[src/rtl/logic_op_defs.vh]
// Operation encodings shared by the RTL and the testbench.
// Included inside logic_op_unit_pkg so every importer sees the same constants.
// Guarded so a second inclusion in the same compilation unit is harmless.
`ifndef LOGIC_OP_DEFS_VH
`define LOGIC_OP_DEFS_VH
localparam logic [2:0] OP_AND     = 3'd0;
localparam logic [2:0] OP_OR      = 3'd1;
localparam logic [2:0] OP_NAND    = 3'd2;
localparam logic [2:0] OP_NOR     = 3'd3;
localparam logic [2:0] OP_XOR     = 3'd4;
localparam logic [2:0] OP_XNOR    = 3'd5;
localparam logic [2:0] OP_NOT     = 3'd6;
localparam logic [2:0] OP_ILLEGAL = 3'd7;
`endif

[src/rtl/logic_op_unit_pkg.sv]
// Shared definitions for the logic operation unit: op encodings and helpers.
// Latency: n/a (declarations only).
// Backpressure: n/a.
package logic_op_unit_pkg;

`include "logic_op_defs.vh"

    localparam int OP_W = 3;

    // True for every encoding that maps to a real bitwise operation.
    function automatic logic op_is_legal(input logic [OP_W-1:0] op);
        return (op != OP_ILLEGAL);
    endfunction

endpackage

[src/rtl/logic_op_core.sv]
// Purely combinational bitwise operator selected by op; flags the illegal encoding.
// Latency: 0 cycles (combinational).
// Backpressure: none; the caller decides when to register the result.
module logic_op_core
    import logic_op_unit_pkg::*;
#(
    parameter int WIDTH = 8
) (
    input  logic [OP_W-1:0]  op,
    input  logic [WIDTH-1:0] a,
    input  logic [WIDTH-1:0] b,
    output logic [WIDTH-1:0] y,
    output logic             illegal
);

    // Select the bitwise result; the illegal encoding yields all zeros.
    always_comb begin
        y       = '0;
        illegal = !op_is_legal(op);
        case (op)
            OP_AND:  y = a & b;
            OP_OR:   y = a | b;
            OP_NAND: y = ~(a & b);
            OP_NOR:  y = ~(a | b);
            OP_XOR:  y = a ^ b;
            OP_XNOR: y = ~(a ^ b);
            OP_NOT:  y = ~a;
            default: y = '0;
        endcase
    end

endmodule

[src/rtl/logic_op_unit.sv]
// Registered bitwise logic unit with valid/ready handshake, sticky err and saturating txn counter.
// Latency: 1 cycle from accept to out_valid; full throughput when out_ready stays high.
// Backpressure: in_ready drops while a result is held and out_ready is low. Macro LOGIC_OP_REDUCE_EN adds y_red.
module logic_op_unit
    import logic_op_unit_pkg::*;
#(
    parameter int WIDTH = 8,
    parameter int CNT_W = 16
) (
    input  logic             clk,
    input  logic             rst_n,
    input  logic             in_valid,
    output logic             in_ready,
    input  logic [OP_W-1:0]  op,
    input  logic [WIDTH-1:0] a,
    input  logic [WIDTH-1:0] b,
    output logic             out_valid,
    input  logic             out_ready,
    output logic [WIDTH-1:0] y,
`ifdef LOGIC_OP_REDUCE_EN
    output logic [2:0]       y_red,
`endif
    output logic             err,
    output logic [CNT_W-1:0] txn_count,
    input  logic             clr
);

    localparam logic [CNT_W-1:0] CNT_MAX = '1;

    logic [WIDTH-1:0] core_y;
    logic             core_illegal;
    logic             accept;
    logic             out_hs;

    logic [WIDTH-1:0] y_q;
    logic             vld_q;
    logic             err_q;
    logic [CNT_W-1:0] cnt_q;

    logic_op_core #(
        .WIDTH (WIDTH)
    ) u_core (
        .op      (op),
        .a       (a),
        .b       (b),
        .y       (core_y),
        .illegal (core_illegal)
    );

    // Ready whenever the output slot is empty or being drained this cycle; never during reset.
    always_comb begin
        in_ready = rst_n && (!vld_q || out_ready);
        accept   = in_valid && in_ready;
        out_hs   = vld_q && out_ready;
    end

    // Output slot: load on accept, empty on a handshake without a refill, hold otherwise.
    always_ff @(posedge clk or negedge rst_n) begin
        if (!rst_n) begin
            y_q   <= '0;
            vld_q <= 1'b0;
        end else if (accept) begin
            y_q   <= core_y;
            vld_q <= 1'b1;
        end else if (out_hs) begin
            vld_q <= 1'b0;
        end
    end

    // Sticky illegal-op flag; an illegal accept in the same cycle as clr still sets it.
    always_ff @(posedge clk or negedge rst_n) begin
        if (!rst_n) begin
            err_q <= 1'b0;
        end else if (accept && core_illegal) begin
            err_q <= 1'b1;
        end else if (clr) begin
            err_q <= 1'b0;
        end
    end

    // Count completed output handshakes, saturating; clr takes priority over a count.
    always_ff @(posedge clk or negedge rst_n) begin
        if (!rst_n) begin
            cnt_q <= '0;
        end else if (clr) begin
            cnt_q <= '0;
        end else if (out_hs && (cnt_q != CNT_MAX)) begin
            cnt_q <= cnt_q + 1'b1;
        end
    end

`ifdef LOGIC_OP_REDUCE_EN
    logic [2:0] red_q;

    // Reduction bits of the result travel with y and obey the same hold rules.
    always_ff @(posedge clk or negedge rst_n) begin
        if (!rst_n) begin
            red_q <= '0;
        end else if (accept) begin
            red_q <= {^core_y, |core_y, &core_y};
        end
    end

    assign y_red = red_q;
`endif

    assign y         = y_q;
    assign out_valid = vld_q;
    assign err       = err_q;
    assign txn_count = cnt_q;

endmodule

[config.mk]
export PLATFORM = sky130hd
export DESIGN_NAME = logic_op_unit
export DESIGN_NICKNAME = d
export VERILOG_FILES = /design/src/rtl/logic_op_unit_pkg.sv /design/src/rtl/logic_op_core.sv /design/src/rtl/logic_op_unit.sv
export VERILOG_INCLUDE_DIRS = /design/src /design/src/rtl
export SDC_FILE = /design/constraint.sdc
export NUM_CORES = 1
export LEC_CHECK = 0
export ABC_AREA = 1
export CORE_AREA = 5 5 96 98
export DETAILED_ROUTE_END_ITERATION = 8
export DIE_AREA = 0 0 101 103
export GPL_TIMING_DRIVEN = 1
export SLEW_MARGIN = 5
export SYNTH_ARGS = -nofsm -noshare
export SYNTH_HDL_FRONTEND = slang
export SYNTH_SLANG_ARGS = --single-unit
[constraint.sdc]
create_clock -name clk -period 1.7 [get_ports clk]
set_input_delay 0.34 -clock clk [delete_from_list [all_inputs] [get_ports clk]]
set_output_delay 0.34 -clock clk [all_outputs]
set_load 0.05 [all_outputs]
## Word level (Yosys, flattened, before mapping)

Cells that the tools add are included.
Widths: inputs -> output; s select.

| word-level totals | value |
|---|---|
| word-level logic and storage cells | 39 |
| register bits after elaboration | 26 |

| operators by class | value |
|---|---|
| multiplexer cells | 7 |
| bitwise logic cells | 7 |
| reduce and logical (&&, ||, !) cells | 12 |
| equality and inequality tests | 8 |
| add/sub/neg operators | 1 |

Operators with widths:

| operator | number |
|---|---|
| $pmux 8 s7 | 1 |
| $mux 16 | 2 |
| $not 8->8 | 4 |
| $add 16x1->16 const B | 1 |
| $ne 16x16->1 const B | 1 |
| $eq 3x3->1 const B | 3 |
| $and 8x8->8 | 1 |
| $or 8x8->8 | 1 |
| $xor 8x8->8 | 1 |
| $eq 3x2->1 const B | 2 |
| $reduce_bool 2->1 | 3 |
| $logic_and 1x1->1 | 5 |
| $mux 1 | 4 |
| $eq 3x1->1 const B | 1 |
| $logic_not 3->1 | 1 |
| $ne 3x3->1 const B | 1 |
| $logic_not 1->1 | 2 |
| $logic_or 1x1->1 | 1 |

## Logic depth before layout (Yosys ltp)

| depth | value |
|---|---|
| depth in word-level cells | 6 |
| depth in mapped cells | 10 |

## Modules after synthesis

A second synthesis with hierarchy kept.

| second synthesis, totals | value |
|---|---|
| cell total of the unflattened synthesis | 344 |
| area total of the unflattened synthesis | 2443.6 um2 |

Modules (own cells, without submodules):

| module | instances | seq. area each (um2) | cells each | area an instance (um2) |
|---|---|---|---|---|
| logic_op_unit | 1 | 650.6 | 167 | 1393.8 |
| logic_op_core | 1 | 0.0 | 177 | 1049.8 |

## Least setup slack after synthesis

Ideal clock, no wire load.

| timing | value |
|---|---|
| kind | register to register |
| start point | register cnt_q[0] (netlist: txn_count[0]) |
| end point | register cnt_q[8] (netlist: txn_count[8]) |
| data arrival time | 1801 ps |
| buffers on the path | 1 |
| slack | -167 ps |
| cell stages (with the launch flop) | 11 |
| required time | 1634 ps |
| library setup time | 66 ps |
| cells stage by stage | dfrtp_1 > ha_1 > nand2_1 > nor2_2 > nand2_2 > nor2_4 > nor2_2 > nor2_8 > buf_6 > nand2_1 > nand2_1 |

| between the ends | value |
|---|---|
| word-level cells in the longest chain between the ends | 3 |
| elaborated cells on any way between the ends | 6 |
| classes of those cells | 1 x add/sub; 1 x eq/ne; 2 x mux; 2 x reduce/logical |

RTL lines:

| element | line | text |
|---|---|---|
| from (decl) | logic_op_unit.sv:38 | `logic [CNT_W-1:0] cnt_q;` |
| from (signal assigned) | logic_op_unit.sv:88 | `cnt_q <= cnt_q + 1'b1;` |
| $add 16x1->16 or $ne 16x16->1 (tied branches) | logic_op_unit.sv:88, logic_op_unit.sv:87 |  |
| $mux 16 or $logic_and 1x1->1 (tied branches) | logic_op_unit.sv:87 | `end else if (out_hs && (cnt_q != CNT_MAX)) begin` |
| $mux 16 or $reduce_bool 2->1 (tied branches) | - |  |

Parallel ways exist; a longest one is shown, timed or not. The select of a mux whose other input is x is not followed.
A chain may end at the register's enable or synchronous reset.

## Worst setup path after layout

| timing | value |
|---|---|
| start point | register cnt_q[0] (netlist: txn_count[0]) |
| end point | register cnt_q[0] (netlist: txn_count[0]) |

Same word-level chain as after synthesis.

==> impl_metrics.tcl <==
set metrics [dict create \
    drt_pass1_iterations 4 \
    seq_area_frac_synth_pct 29.3 \
    drive_above_1_share_pct 17.4 \
    clock-root-buffer "clkbuf_8" \
    fin_crit_sh_pct 94.4 \
    via_count 2421 \
    postCtsSetupBuffers 0 \
    required_ps 1920 \
    setup_viol 0 \
    hold_viol 0 \
    period_minus_slack_ps 1610 \
    maxCapViolations 0 \
    synth_top_cells_by_count "nand2_1, nor2_1, inv_1" \
    clock.fmax_mhz 623 \
    tightest_slew_ps 407 \
    cts_buffer_depth 2 \
    power.density_nw_per_um2 587 \
    ys_top_cells_by_area "dfrtp_1, nand2_1, ha_1" \
    yosysUniqueCellTypes 27 \
    syn-cell-area_um2 2220 \
    diodes 0 \
    grt_max_degree 27 \
    routabilityCongestion 0.884 \
    antenna_found_initial 0 \
    slowest_stage "dfrtp_2" \
    drc 0 \
    ys_seq_elements 26 \
    setup.worst_path.class "reg2reg" \
    outcome "finished, final reports clean" \
    numCtsBuffers 3 \
    grt_pass1_wl_um 10200 \
    dieHeight_um 103 \
    crit_chain "ha_1 > nand2_1 > nor2_4 > nand2_2 > nor2_4 > nor2_4 > buf_6 > nand3b_1 > nand2_1" \
    cp_top_family "simple AND/OR/NAND/NOR gates" \
    io_buffers 50 \
    synth_fp_nets 393 \
    vias_per_cell 4.53 \
    cts_tree "built" \
    slew_headroom_pct 72.8 \
    ys.flop_type "dfrtp_1" \
    placementRows 34 \
    synth-edff-count 0 \
    slew_viol_final 0 \
    core_area_um2 8380 \
    critPathCaptureType "flip-flop" \
    globalRoute.busiestLayer "met2" \
    grt_use_met2_pct 22.2 \
    leakage_nw 1.67 \
    wl_per_cell_um 11.6 \
    dp_hpwl_um 4860 \
    postLayoutCoreUtil_pct 36.9 \
    insertion_delay_ps 270 \
    syn-mean-instance-area_um2 6.30 \
    met1_usage_pct 14.3 \
    layout.nets 468 \
    grt_use_met3_pct 1.56 \
    overflow 0 \
    cp.arrival_ps 1820 \
    clock-sinks 26 \
    die-area_um2 10400 \
    syn_inst 352 \
    synth.most_common_cell "nand2_1" \
    start_util_pct 26.5 \
    pin_count 51 \
    finalClockSkew_ps 8.01 \
    grt_usage_pct 11.9 \
    wirelength_um 6210 \
    drtIter0Drc 70 \
    synth_top_area_share_pct 29.3 \
    dp.cells 529 \
    clk_pin_slew_ps 100 \
    crit_path_start_kind "flip-flop" \
    hold_path_class "reg2reg" \
    final.setup.tns_ps 0 \
    cts_max_level 1 \
    yosys_warnings 0 \
    area_growth_pct 39.3 \
    worst-path-buf-inv 1 \
    die_w_um 101 \
    grt_pass1_vias 2326 \
    vdd_drop_max_mv 0.214 \
    synth_largest_area_cell "dfrtp_1" \
    path_max_fanout 7 \
    max_stage_delay_ps 420 \
    stdcell_count 534 \
    rsz0062_at_grt "false" \
    critPathMostFrequentCell "nor2_4" \
    ant_nets 0 \
    synthArstFlopShare_pct 100 \
]
## flip-flops by register name (all words and copies together) (netlist names)
| name | cells |
|---|---|
| y | 8 |
| out_valid | 1 |
| txn_count | 16 |
| err | 1 |
## what timing repair did
action                     4_1_cts  5_1_grt
setup endpoints to repair        0       16
hold buffers                     0        0
resized for setup                0        4
## layout make-up
cell class	count	area [um2]
flip-flops and latches	26	653
clock buffers	3	41.3
clock inverters	1	30.0
inverters	52	195
repair buffers	74	667
multi-input cells	270	1370
well taps	108	135
fillers	876	5290
## worst register-to-register path, stage by stage (launching register included)
cell      delay (ps)
dfrtp_2          420
ha_1             230
nand2_1          130
nor2_4            60
nand2_2          100
nor2_4            60
nor2_4           220
buf_6            180
nand3b_1          80
nand2_1           70
## per-stage QoR
| step | worst slack [ps] | cell area, um2 | hold WS, ps | power, W |
|---|---|---|---|---|
| 3_3_place_gp | -97.5 | 2990 | 466 | 0.00130 |
| 4_1_cts | 42.1 | 3060 | 493 | 0.00183 |
| 2_1_floorplan | 6.47 | 2220 | 44.4 | 0.00104 |
| 5_1_grt | 3.56 | 3090 | 520 | 0.00191 |
| 6_report | 94.9 | 3090 | 488 | 0.00181 |
| 3_5_place_dp | -165 | 2990 | 469 | 0.00130 |
## logic make-up after synthesis
kind of cell	share of synthesized area, %
AOI/OAI and AO/OA	3.61
xor gates and xnor gates	1.97
adders and majority gates	9.59
buffers and inverters	10.2
DFF	29.3
muxes	0.451
and+or+nand+nor	44.9
## cells in the final DEF, fill, tap and decap left out, drive strengths merged
master / instances
nand4: 16
clkdlybuf4s50: 23
a21oi: 1
xnor2: 1
nand3: 22
nor3b: 1
clkbuf: 3
xor2: 4
bufinv: 1
mux2i: 1
dfrtp: 26
nor3: 2
buf: 51
nand3b: 3
inv: 50
o21ai: 12
clkinv: 2
o21bai: 2
nor2: 54
ha: 17
nand2: 134
## report_power, final
group / switching, W / internal (W) / total [W]
registers: 0.0000234 / 0.000661 / 0.000684
logic: 0.000386 / 0.000224 / 0.000610
clock network: 0.000205 / 0.000315 / 0.000520
total: 0.000615 / 0.00120 / 0.00181
## routing by layer
layer	share of wire, %	vias up	routed length (um)
li1	-	1246	-
met1	43	1092	2680
met2	49	73	3070
met3	5.7	10	356
met4	1.8	0	109
met5	0	-	0
## path summary, 6_finish.rpt
check / from / end / slack, ps / cells past startpoint
min in group asynchronous: rst_n / txn_count[5] / 500 / 2
max in group asynchronous: rst_n / txn_count[0] / 930 / 2
worst min register to register: y[2] / y[2] / 490 / 2
worst max-delay path: txn_count[0] / txn_count[0] / 90 / 9
worst max register to register: txn_count[0] / txn_count[0] / 90 / 9
worst min-delay path: y[2] / y[2] / 490 / 2
No activity file was read; power rests on OpenSTA's default activity.
